File: src/rtl/basic_ram_arbiter_if.sv
// Bundle of requester and RAM-side signals for the two-port RAM arbiter.
//   slave  : arbiter view (samples requests and ram_rdata, drives grants/acks/strobes)
//   master : requester + RAM view (drives requests and ram_rdata)
interface basic_ram_arbiter_if #(
    parameter int unsigned DW = 4,
    parameter int unsigned AW = 5
) ();
    logic          req0;
    logic          we0;
    logic [AW-1:0] addr0;
    logic [DW-1:0] wdata0;
    logic          gnt0;
    logic          ack0;

    logic          req1;
    logic          we1;
    logic [AW-1:0] addr1;
    logic [DW-1:0] wdata1;
    logic          gnt1;
    logic          ack1;

    logic [DW-1:0] rdata;

    logic          ram_cs;
    logic          ram_we;
    logic          ram_oe;
    logic [AW-1:0] ram_addr;
    logic [DW-1:0] ram_wdata;
    logic [DW-1:0] ram_rdata;

    modport slave (
        input  req0, we0, addr0, wdata0,
        input  req1, we1, addr1, wdata1,
        input  ram_rdata,
        output gnt0, ack0, gnt1, ack1, rdata,
        output ram_cs, ram_we, ram_oe, ram_addr, ram_wdata
    );

    modport master (
        output req0, we0, addr0, wdata0,
        output req1, we1, addr1, wdata1,
        output ram_rdata,
        input  gnt0, ack0, gnt1, ack1, rdata,
        input  ram_cs, ram_we, ram_oe, ram_addr, ram_wdata
    );
endinterface

File: src/rtl/basic_ram_arbiter.sv
// Two-requester round-robin arbiter/sequencer for a single-port synchronous RAM.
// Ports:
//   clk, rst_n : clock, asynchronous active-low reset
//   bus        : basic_ram_arbiter_if.slave -- req/we/addr/wdata in, gnt/ack out per
//                requester; rdata out; ram_cs/we/oe/addr/wdata out; ram_rdata in.
// All outputs are registered: the next-state logic computes the value each output
// must hold in the coming state, and the register stage presents it.
module basic_ram_arbiter #(
    parameter int unsigned DW     = 4,
    parameter int unsigned AW     = 5,
    parameter int unsigned RD_LAT = 1
) (
    input  logic                clk,
    input  logic                rst_n,
    basic_ram_arbiter_if.slave  bus
);
    localparam int unsigned CW = 2;

    typedef enum logic [1:0] {IDLE, ACCESS, WAIT, RESP} state_t;

    state_t        state_q, state_d;
    logic          win_q, win_d;       // owner of the current transaction
    logic          we_q, we_d;         // latched direction
    logic          last_q, last_d;     // last winner, for round-robin tie-break
    logic [CW-1:0] cnt_q, cnt_d;       // read latency countdown
    logic [1:0]    gnt_q, gnt_d;
    logic [1:0]    ack_q, ack_d;
    logic          ram_cs_q, ram_cs_d;
    logic          ram_we_q, ram_we_d;
    logic          ram_oe_q, ram_oe_d;
    logic [AW-1:0] ram_addr_q, ram_addr_d;
    logic [DW-1:0] ram_wdata_q, ram_wdata_d;
    logic [DW-1:0] rdata_q, rdata_d;

    // Next state and next registered outputs
    always_comb begin
        state_d     = state_q;
        win_d       = win_q;
        we_d        = we_q;
        last_d      = last_q;
        cnt_d       = cnt_q;
        rdata_d     = rdata_q;
        gnt_d       = 2'b00;
        ack_d       = 2'b00;
        ram_cs_d    = 1'b0;
        ram_we_d    = 1'b0;
        ram_oe_d    = 1'b0;
        ram_addr_d  = '0;
        ram_wdata_d = '0;

        case (state_q)
            IDLE: begin
                if (bus.req0 || bus.req1) begin
                    // On a tie the requester that did not win last time goes first
                    win_d       = (bus.req0 && bus.req1) ? ~last_q : bus.req1;
                    we_d        = win_d ? bus.we1 : bus.we0;
                    gnt_d       = win_d ? 2'b10 : 2'b01;
                    ram_cs_d    = 1'b1;
                    ram_we_d    = we_d;
                    ram_oe_d    = ~we_d;
                    ram_addr_d  = win_d ? bus.addr1 : bus.addr0;
                    ram_wdata_d = we_d ? (win_d ? bus.wdata1 : bus.wdata0) : '0;
                    state_d     = ACCESS;
                end
            end
            ACCESS: begin
                if (we_q) begin
                    ack_d   = win_q ? 2'b10 : 2'b01;
                    state_d = RESP;
                end else begin
                    cnt_d   = CW'(RD_LAT);
                    state_d = WAIT;
                end
            end
            WAIT: begin
                if (cnt_q == CW'(1)) begin
                    rdata_d = bus.ram_rdata;
                    ack_d   = win_q ? 2'b10 : 2'b01;
                    state_d = RESP;
                end else begin
                    cnt_d = cnt_q - CW'(1);
                end
            end
            RESP: begin
                last_d  = win_q;
                state_d = IDLE;
            end
            default: state_d = IDLE;
        endcase
    end

    // State and output registers; reset drops every strobe without waiting for clk
    always_ff @(posedge clk or negedge rst_n) begin
        if (!rst_n) begin
            state_q     <= IDLE;
            win_q       <= 1'b0;
            we_q        <= 1'b0;
            last_q      <= 1'b1;
            cnt_q       <= '0;
            gnt_q       <= 2'b00;
            ack_q       <= 2'b00;
            ram_cs_q    <= 1'b0;
            ram_we_q    <= 1'b0;
            ram_oe_q    <= 1'b0;
            ram_addr_q  <= '0;
            ram_wdata_q <= '0;
            rdata_q     <= '0;
        end else begin
            state_q     <= state_d;
            win_q       <= win_d;
            we_q        <= we_d;
            last_q      <= last_d;
            cnt_q       <= cnt_d;
            gnt_q       <= gnt_d;
            ack_q       <= ack_d;
            ram_cs_q    <= ram_cs_d;
            ram_we_q    <= ram_we_d;
            ram_oe_q    <= ram_oe_d;
            ram_addr_q  <= ram_addr_d;
            ram_wdata_q <= ram_wdata_d;
            rdata_q     <= rdata_d;
        end
    end

    assign bus.gnt0      = gnt_q[0];
    assign bus.gnt1      = gnt_q[1];
    assign bus.ack0      = ack_q[0];
    assign bus.ack1      = ack_q[1];
    assign bus.rdata     = rdata_q;
    assign bus.ram_cs    = ram_cs_q;
    assign bus.ram_we    = ram_we_q;
    assign bus.ram_oe    = ram_oe_q;
    assign bus.ram_addr  = ram_addr_q;
    assign bus.ram_wdata = ram_wdata_q;
endmodule
File: src/flat_wrapper.sv
// flat-port wrapper written by rule: the top's interface ports become plain ports
module basic_ram_arbiter_flat 
#(
    parameter int unsigned DW     = 4,
    parameter int unsigned AW     = 5,
    parameter int unsigned RD_LAT = 1
)
  (clk, rst_n, bus_req0, bus_we0, bus_addr0, bus_wdata0, bus_req1, bus_we1, bus_addr1, bus_wdata1, bus_ram_rdata, bus_gnt0, bus_ack0, bus_gnt1, bus_ack1, bus_rdata, bus_ram_cs, bus_ram_we, bus_ram_oe, bus_ram_addr, bus_ram_wdata);
  basic_ram_arbiter_if #(.DW(DW), .AW(AW)) bus_i ();
  input  logic clk;
  input  logic rst_n;
  input wire logic [$bits(bus_i.req0)-1:0] bus_req0;
  input wire logic [$bits(bus_i.we0)-1:0] bus_we0;
  input wire logic [$bits(bus_i.addr0)-1:0] bus_addr0;
  input wire logic [$bits(bus_i.wdata0)-1:0] bus_wdata0;
  input wire logic [$bits(bus_i.req1)-1:0] bus_req1;
  input wire logic [$bits(bus_i.we1)-1:0] bus_we1;
  input wire logic [$bits(bus_i.addr1)-1:0] bus_addr1;
  input wire logic [$bits(bus_i.wdata1)-1:0] bus_wdata1;
  input wire logic [$bits(bus_i.ram_rdata)-1:0] bus_ram_rdata;
  output wire logic [$bits(bus_i.gnt0)-1:0] bus_gnt0;
  output wire logic [$bits(bus_i.ack0)-1:0] bus_ack0;
  output wire logic [$bits(bus_i.gnt1)-1:0] bus_gnt1;
  output wire logic [$bits(bus_i.ack1)-1:0] bus_ack1;
  output wire logic [$bits(bus_i.rdata)-1:0] bus_rdata;
  output wire logic [$bits(bus_i.ram_cs)-1:0] bus_ram_cs;
  output wire logic [$bits(bus_i.ram_we)-1:0] bus_ram_we;
  output wire logic [$bits(bus_i.ram_oe)-1:0] bus_ram_oe;
  output wire logic [$bits(bus_i.ram_addr)-1:0] bus_ram_addr;
  output wire logic [$bits(bus_i.ram_wdata)-1:0] bus_ram_wdata;
  assign bus_i.req0 = bus_req0;
  assign bus_i.we0 = bus_we0;
  assign bus_i.addr0 = bus_addr0;
  assign bus_i.wdata0 = bus_wdata0;
  assign bus_i.req1 = bus_req1;
  assign bus_i.we1 = bus_we1;
  assign bus_i.addr1 = bus_addr1;
  assign bus_i.wdata1 = bus_wdata1;
  assign bus_i.ram_rdata = bus_ram_rdata;
  assign bus_gnt0 = bus_i.gnt0;
  assign bus_ack0 = bus_i.ack0;
  assign bus_gnt1 = bus_i.gnt1;
  assign bus_ack1 = bus_i.ack1;
  assign bus_rdata = bus_i.rdata;
  assign bus_ram_cs = bus_i.ram_cs;
  assign bus_ram_we = bus_i.ram_we;
  assign bus_ram_oe = bus_i.ram_oe;
  assign bus_ram_addr = bus_i.ram_addr;
  assign bus_ram_wdata = bus_i.ram_wdata;
  basic_ram_arbiter #(.DW(DW), .AW(AW), .RD_LAT(RD_LAT)) u_core (.clk(clk), .rst_n(rst_n), .bus(bus_i));
endmodule
File: config.mk
export PLATFORM = sky130hd
export DESIGN_NAME = basic_ram_arbiter_flat
export DESIGN_NICKNAME = d
export VERILOG_FILES = /design/src/rtl/basic_ram_arbiter_if.sv /design/src/rtl/basic_ram_arbiter.sv /design/src/flat_wrapper.sv
export SDC_FILE = /design/constraint.sdc
export NUM_CORES = 1
export LEC_CHECK = 0
export ABC_AREA = 1
export CORE_MARGIN = 2
export CORE_UTILIZATION = 45
export CTS_CLUSTER_SIZE = 40
export DETAILED_ROUTE_END_ITERATION = 12
export GPL_TIMING_DRIVEN = 0
export PLACE_DENSITY = 0.83
export SYNTH_ARGS = -nofsm -noshare
export SYNTH_HDL_FRONTEND = slang
export SYNTH_SLANG_ARGS = --single-unit
File: constraint.sdc
create_clock -name clk -period 2 [get_ports clk]
set_input_delay 0.2 -clock clk [delete_from_list [all_inputs] [get_ports clk]]
set_output_delay 0.2 -clock clk [all_outputs]
set_load 0.05 [all_outputs]
==> results of run 1 <==
[layout make-up]
cell class / instances / area [µm²] / area share, %
Tap cell: 30 / 37.5 / 2.18
Multi-Input combinational cell: 91 / 450 / 26.2
Inverter: 15 / 56.3 / 3.27
Timing Repair Buffer: 46 / 460 / 26.8
Clock buffer: 4 / 26.3 / 1.53
Buffer: 2 / 12.5 / 0.727
Sequential cell: 27 / 677 / 39.3
[tightest hold or removal path: cells and delay by family]
kind	cells	cell delay, ns
AND/OR/NAND/NOR	2	0.17
buffers and inverters	1	0.15
[power groups by stage]
| stage | logic, W | clock network [W] | registers (W) |
|---|---|---|---|
| finish | 0.00142 | 0.000219 | 0.000859 |
| global route | 0.00154 | 0.000258 | 0.000881 |
| CTS | 0.00143 | 0.000230 | 0.000860 |
| detailed placement | 0.00142 | 0 | 0.000872 |
| global placement | 0.00137 | 0 | 0.000857 |
| floorplan | 0.000539 | 0 | 0.00129 |
[final timing paths]
kind | from | end | slack (ns)
max | u_core.bus.rdata[2] | bus_rdata[2] | 0.29
min | bus_req1 | u_core.gnt_q[1] | 0.25
max reg2reg | u_core.state_q[0] | u_core.cnt_q[1] | 0.49
min reg2reg | u_core.win_q | u_core.ack_q[0] | 0.44
max in group asynchronous | rst_n | u_core.bus.rdata[1] | 0.84
min in group asynchronous | rst_n | u_core.bus.ram_addr[4] | 0.49
[cell usage after synthesis]
cell type	count
a21oi_1	4
buf_2	1
buf_4	1
dfrtp_1	26
dfstp_2	1
ha_1	5
inv_1	12
inv_2	3
nand2_1	50
nand2_2	1
nand2_4	1
nand3_1	12
nand3_2	1
nor2_1	8
nor2_2	2
nor2_4	2
o21ai_1	4
o21bai_1	1
[state kept, by name, indices dropped and copies added, names as in the netlist, 2 cells and up]
name                  flops
u_core.bus.ram_addr       5
u_core.bus.ram_wdata      4
u_core.bus.rdata          4
u_core.ack_q              2
u_core.cnt_q              2
u_core.gnt_q              2
u_core.state_q            2
[through the flow]
| stage | hold slack (ns) | power, W | setup slack [ns] |
|---|---|---|---|
| 5_1_grt | 0.241 | 0.00268 | 0.231 |
| 3_3_place_gp | 0.415 | 0.00223 | 0.395 |
| 6_report | 0.253 | 0.00249 | 0.289 |
| 2_1_floorplan | -0.0956 | 0.00183 | 0.706 |
| 3_5_place_dp | 0.426 | 0.00230 | 0.386 |
| 4_1_cts | 0.245 | 0.00252 | 0.271 |
[logic make-up after synthesis]
logic type / Yosys count / share of synthesized area (%)
buffers and inverters: 17 / 5.75
AO/OA/AOI/OAI: 9 / 3.98
flip-flops: 27 / 56.6
adder cells (fa/ha/maj): 5 / 5.23
AND/OR/NAND/NOR: 77 / 28.5
[per-layer routing]
layer,vias up,global-route usage (%),part of all wire (%)
met4,0,4.18,0.82
met1,468,21.1,42
li1,514,-,-
met3,2,4.22,5.8
met2,30,33.8,51
met5,-,0,0
==> key figures, run 1 <==
Status
  – Status: completed

Routing
  – DRT Wirelength: between 2 and 3 mm
  – Initial DRT Pass Iterations: 5
  – Routed len/inst: about 12 µm
  – # DRC: 0
  – Post-route ant nets: 0
  – Initial DRC Count: 23
  – Via-to-Cell Ratio: ~4.7
  – Via count: around 1000

Worst setup path
  – CP cell instances: clkdlybuf4s50_1
  – WS Path Type: flip-flop to output port
  – Cell depth of the worst flop-to-flop path: 7
  – WP depth: 1
  – Worst EP arrival: between 1.5 and 2 ns
  – Critical Path Fanout Max: 2
  – Worst endpoint required time: 1.80 ns
  – Endpoint type of the worst setup path: output port
  – Critical-path top delay cell: clkdlybuf4s50_1
  – Worst path bufs/invs: 1
  – Startpoint Class: flip-flop
  – CP peak stage delay: slightly above 0.8 ns
  – Top delay family on crit path: buffers and inverters

Global route
  – Grt ovf: 0
  – Gr usage total: a little under a fifth
  – First-pass GRT wire length: 4.51 mm
  – Largest net degree at the start of global routing: 28
  – Initial antenna violation count: 0
  – Vias in the first global route: 1059

Power and ir drop
  – Power Dens Cells: ~1400 nW/µm²
  – Switching share of total power: approximately 48%
  – P_sw: between 0.001 and 0.0015 W
  – Sequential Power Share: about a third
  – Clk pwr share: 8.8%
  – Power share of the combinational group: a little under three fifths
  – Leak: between 0.8 and 0.9 nW
  – P_int: 0.00131 W
  – Maximum vdd drop: approximately 1 mV

Timing
  – Final setup fails: 0
  – Crit share post-route: between 80% and 90%
  – RSZ-0062 raised after global routing: false
  – Clk_skew: approximately 0.0012 ns
  – Post-Route Setup TNS: 0 ns
  – Worst-margin pin slew: between 1 and 1.5 ns
  – Max-slew headroom: about a quarter
  – Final Max Slew Viols: 0
  – Max Fclk: about 580 MHz
  – Final hold violations: 0
  – Tmin final: ~1.7 ns

Yosys
  – Dominant cells by area after synthesis: dfrtp_1 54%, nand2_1 16%, ha_1 5.2%
  – Mean Syn Cell Area: roughly 9 µm²
  – Part of the Yosys area used for sequential elements: 56.6%
  – Yosys top cell area share: 54.4%
  – Flops & latches, synth: 27
  – Synth Net Count: roughly 170
  – Mapped Area: 1200 µm²
  – Area leader, netlist: dfrtp_1
  – Count of cell types in the netlist: 18
  – Post-Synthesis Cells: roughly 140
  – Synth warnings: 0

Placed design
  – Cell area after placement: around 1700 µm²
  – Port bufs: between 40 and 50
  – Dpl cells: ~210
  – DP Wirelength: between 2 and 2.5 mm
  – Gpl congestion: 0.774

Die
  – Rows: 18
  – Horiz. Die Dim: between 50 and 60 µm
  – Starting Density: between 40% and 50%
  – Die area: 3090 µm²
  – Chip height: ~56 µm
  – I/O Pins: 48
  – Core area: 2500 µm²

Clock tree
  – CTS root buffer: clkbuf_4
  – CTS hold repair buffers: 0
  – Num Clock Sinks: 27
  – Clock transition at the registers of the reported paths: 0.13 ns
  – Post-CTS setup buffers: 0
  – H-tree levels: 1
  – Num CTS Buffers: 3
  – Post_cts resized: 0
  – CTS tree: yes
  – Clock buffer depth: 2
  – Worst-Skew Late Latency: about 0.3 ns

Finish
  – Most frequent cells in the layout: 50 x nand2_1, 46 x clkdlybuf4s50_1, 26 x dfrtp_1
  – Layout Utilization: between 60% and 70%
  – Net count reported at finish: 219
  – FILL cells: ~180
  – Antenna Cells: 0
  – Finished Cell Area: between 1500 and 2000 µm²
  – Area grow syn2layout: 43.8%
  – Fin cells: 215
  – Layout cell share with drive strength beyond 1: between 8 and 9%
  – Commonest non-fill, non-tap cell in the layout: nand2_1

Hold path
  – Hold depth: 3
  – Hold Path Class: input port to flip-flop

Flow run
  – Max-Cap Viols: 0
(Power assumes the default switching activity.)
==> run 2: changes to the inputs <==
--- a/config.mk
+++ b/config.mk
@@ -11,6 +11,7 @@
 export CTS_CLUSTER_SIZE = 40
 export DETAILED_ROUTE_END_ITERATION = 12
 export GPL_TIMING_DRIVEN = 0
+export MAX_ROUTING_LAYER = met4
 export PLACE_DENSITY = 0.83
 export SYNTH_ARGS = -nofsm -noshare
 export SYNTH_HDL_FRONTEND = slang
==> key figures, run 2 (synthesis results as in run 1) <==
Finish
  – Max reg flops: 5 (unchanged)
  – Net count reported at finish: 219 (unchanged)
  – Layout cell share with drive strength beyond 1: 8.65% (unchanged)
  – Antenna Cells: 0 (unchanged)
  – Commonest non-fill, non-tap cell in the layout: nand2_1
  – Area grow syn2layout: 43.8% (unchanged)
  – Most frequent cells in the layout: 50 x nand2_1, 46 x clkdlybuf4s50_1, 26 x dfrtp_1

Worst setup path
  – R2R Path End: u_core.cnt_q[1]
  – Cell depth of the worst flop-to-flop path: 7 (unchanged)
  – Top delay family on crit path: buffers and inverters
  – R2r setup slk: 0.49 ns (about the same)
  – Crit path from: u_core.bus.rdata[2]
  – R2r startpoint: u_core.state_q[0]
  – WP depth: 1 (unchanged)
  – Worst endpoint required time: 1.80 ns (about the same)
  – Setup crit end: bus_rdata[2]
  – CP cell instances: clkdlybuf4s50_1
  – Endpoint type of the worst setup path: output port
  – Worst EP arrival: 1.51 ns (about the same)
  – Critical Path Fanout Max: 2 (unchanged)
  – Critical-path top delay cell: clkdlybuf4s50_1
  – Startpoint Class: flip-flop
  – CP peak stage delay: 0.81 ns (about the same)
  – Worst path bufs/invs: 1 (unchanged)
  – WS Path Type: flip-flop to output port

Clock tree
  – Worst-Skew Late Latency: 0.30 ns (about the same)
  – Num CTS Buffers: 3 (unchanged)
  – H-tree levels: 1 (unchanged)
  – CTS tree: yes
  – Clock buffer depth: 2 (unchanged)
  – Num Clock Sinks: 27 (unchanged)
  – CTS hold repair buffers: 0 (unchanged)
  – Clock transition at the registers of the reported paths: 0.13 ns (about the same)
  – Post_cts resized: 0 (unchanged)
  – CTS root buffer: clkbuf_4
  – Post-CTS setup buffers: 0 (unchanged)

Timing
  – RSZ-0062 raised after global routing: false
  – Final Max Slew Viols: 0 (unchanged)
  – Final hold violations: 0 (unchanged)
  – Crit share post-route: 85.5% (about the same)
  – Max Fclk: 585 MHz (about the same)
  – Post-Route Setup TNS: 0 ns (unchanged)
  – Tmin final: 1.71 ns (+0.00000500 ns)
  – Max-slew headroom: 23.9% (about the same)
  – Worst-margin pin slew: 1.14 ns (-0.000125 ns)
  – Clk_skew: 0.00122 ns (-0.000000810 ns)
  – Final setup fails: 0 (unchanged)

Routing
  – Initial DRC Count: 23 (unchanged)
  – Via count: 1014 (unchanged)
  – # DRC: 0 (unchanged)
  – Post-route ant nets: 0 (unchanged)
  – Via-to-Cell Ratio: 4.72 (unchanged)
  – Routed len/inst: 11.9 µm (unchanged)
  – Initial DRT Pass Iterations: 5 (unchanged)
  – DRT Wirelength: 2.56 mm (unchanged)

Global route
  – Initial antenna violation count: 0 (unchanged)
  – First-pass GRT wire length: 4.52 mm (+0.16%)
  – Grt ovf: 0 (unchanged)
  – Largest net degree at the start of global routing: 28 (unchanged)
  – Gr usage total: 18.8% (+0.52 points)
  – Vias in the first global route: 1059 (unchanged)

Die
  – Horiz. Die Dim: 55.6 µm (unchanged)
  – Rows: 18 (unchanged)
  – Die area: 3090 µm² (unchanged)
  – Starting Density: 47.8% (unchanged)
  – Chip height: 55.6 µm (unchanged)
  – Core area: 2500 µm² (unchanged)
  – I/O Pins: 48 (unchanged)

Placed design
  – Port bufs: 46 (unchanged)
  – DP Wirelength: 2.09 mm (unchanged)
  – Gpl congestion: 0.785 (+1.4%)

Hold path
  – Hold Path Class: input port to flip-flop
  – HP Start: bus_req1

Power and ir drop
  – Leak: 0.869 nW (unchanged)
  – Tot Pwr: 0.00249 W (about the same)
  – Power Dens Cells: 1450 nW/µm² (about the same)
  – Maximum vdd drop: 1.03 mV (about the same)

Status
  – Status: completed

Flow run
  – Max-Cap Viols: 0 (unchanged)
run 2: cell type report:
cell class | count | area (µm²)
Fill cell | 184 | 779
Sequential cell | 27 | 677
Timing Repair Buffer | 46 | 460
Multi-Input combinational cell | 91 | 450
Inverter | 15 | 56.3
Tap cell | 30 | 37.5
Clock buffer | 4 | 26.3
Buffer | 2 | 12.5
run 2: routing by layer:
metal	track usage, %	wire length [µm]	part of all wire (%)	vias up
li1	-	-	-	514
met1	21.1	1080	42	468
met2	33.8	1310	51	30
met3	4.22	148	5.8	2
met4	4.18	22	0.86	0
met5	-	0	0	-
run 2: tightest hold or removal path: stages:
cell and delay [ns]:
buf_4 0.15, nand2_4 0.11, nor2_4 0.06
run 2: where the power goes:
| group | internal [W] | total (W) | leakage, nW | switching (W) |
|---|---|---|---|---|
| sequential | 0.000751 | 0.000859 | 0.350 | 0.000108 |
| clock | 0.0000777 | 0.000219 | 0.0150 | 0.000142 |
| combinational | 0.000481 | 0.00142 | 0.504 | 0.000934 |
| total | 0.00131 | 0.00249 | 0.869 | 0.00118 |
run 2: stage by stage:
step	instances	hold WS (ns)	setup WS (ns)	util [%]	instance area, µm²
CTS	215	0.245	0.271	68.8	1720
floorplan	135	-0.0956	0.706	-	1200
finish	215	0.253	0.289	68.8	1720
detailed placement	211	0.426	0.386	67.8	1690
global placement	211	0.415	0.395	67.8	1690
global route	215	0.241	0.231	68.8	1720
run 2: worst min-delay path by stage:
stage / to / cells after the start / slack, ns
2_1_floorplan: u_core.ack_q[0] / 0 / -0.1
3_3_place_gp: u_core.ack_q[0] / 1 / 0.41
3_5_place_dp: u_core.ack_q[0] / 1 / 0.43
4_1_cts: u_core.gnt_q[1] / 3 / 0.25
5_1_grt: u_core.gnt_q[1] / 3 / 0.24
6_report: u_core.gnt_q[1] / 3 / 0.25
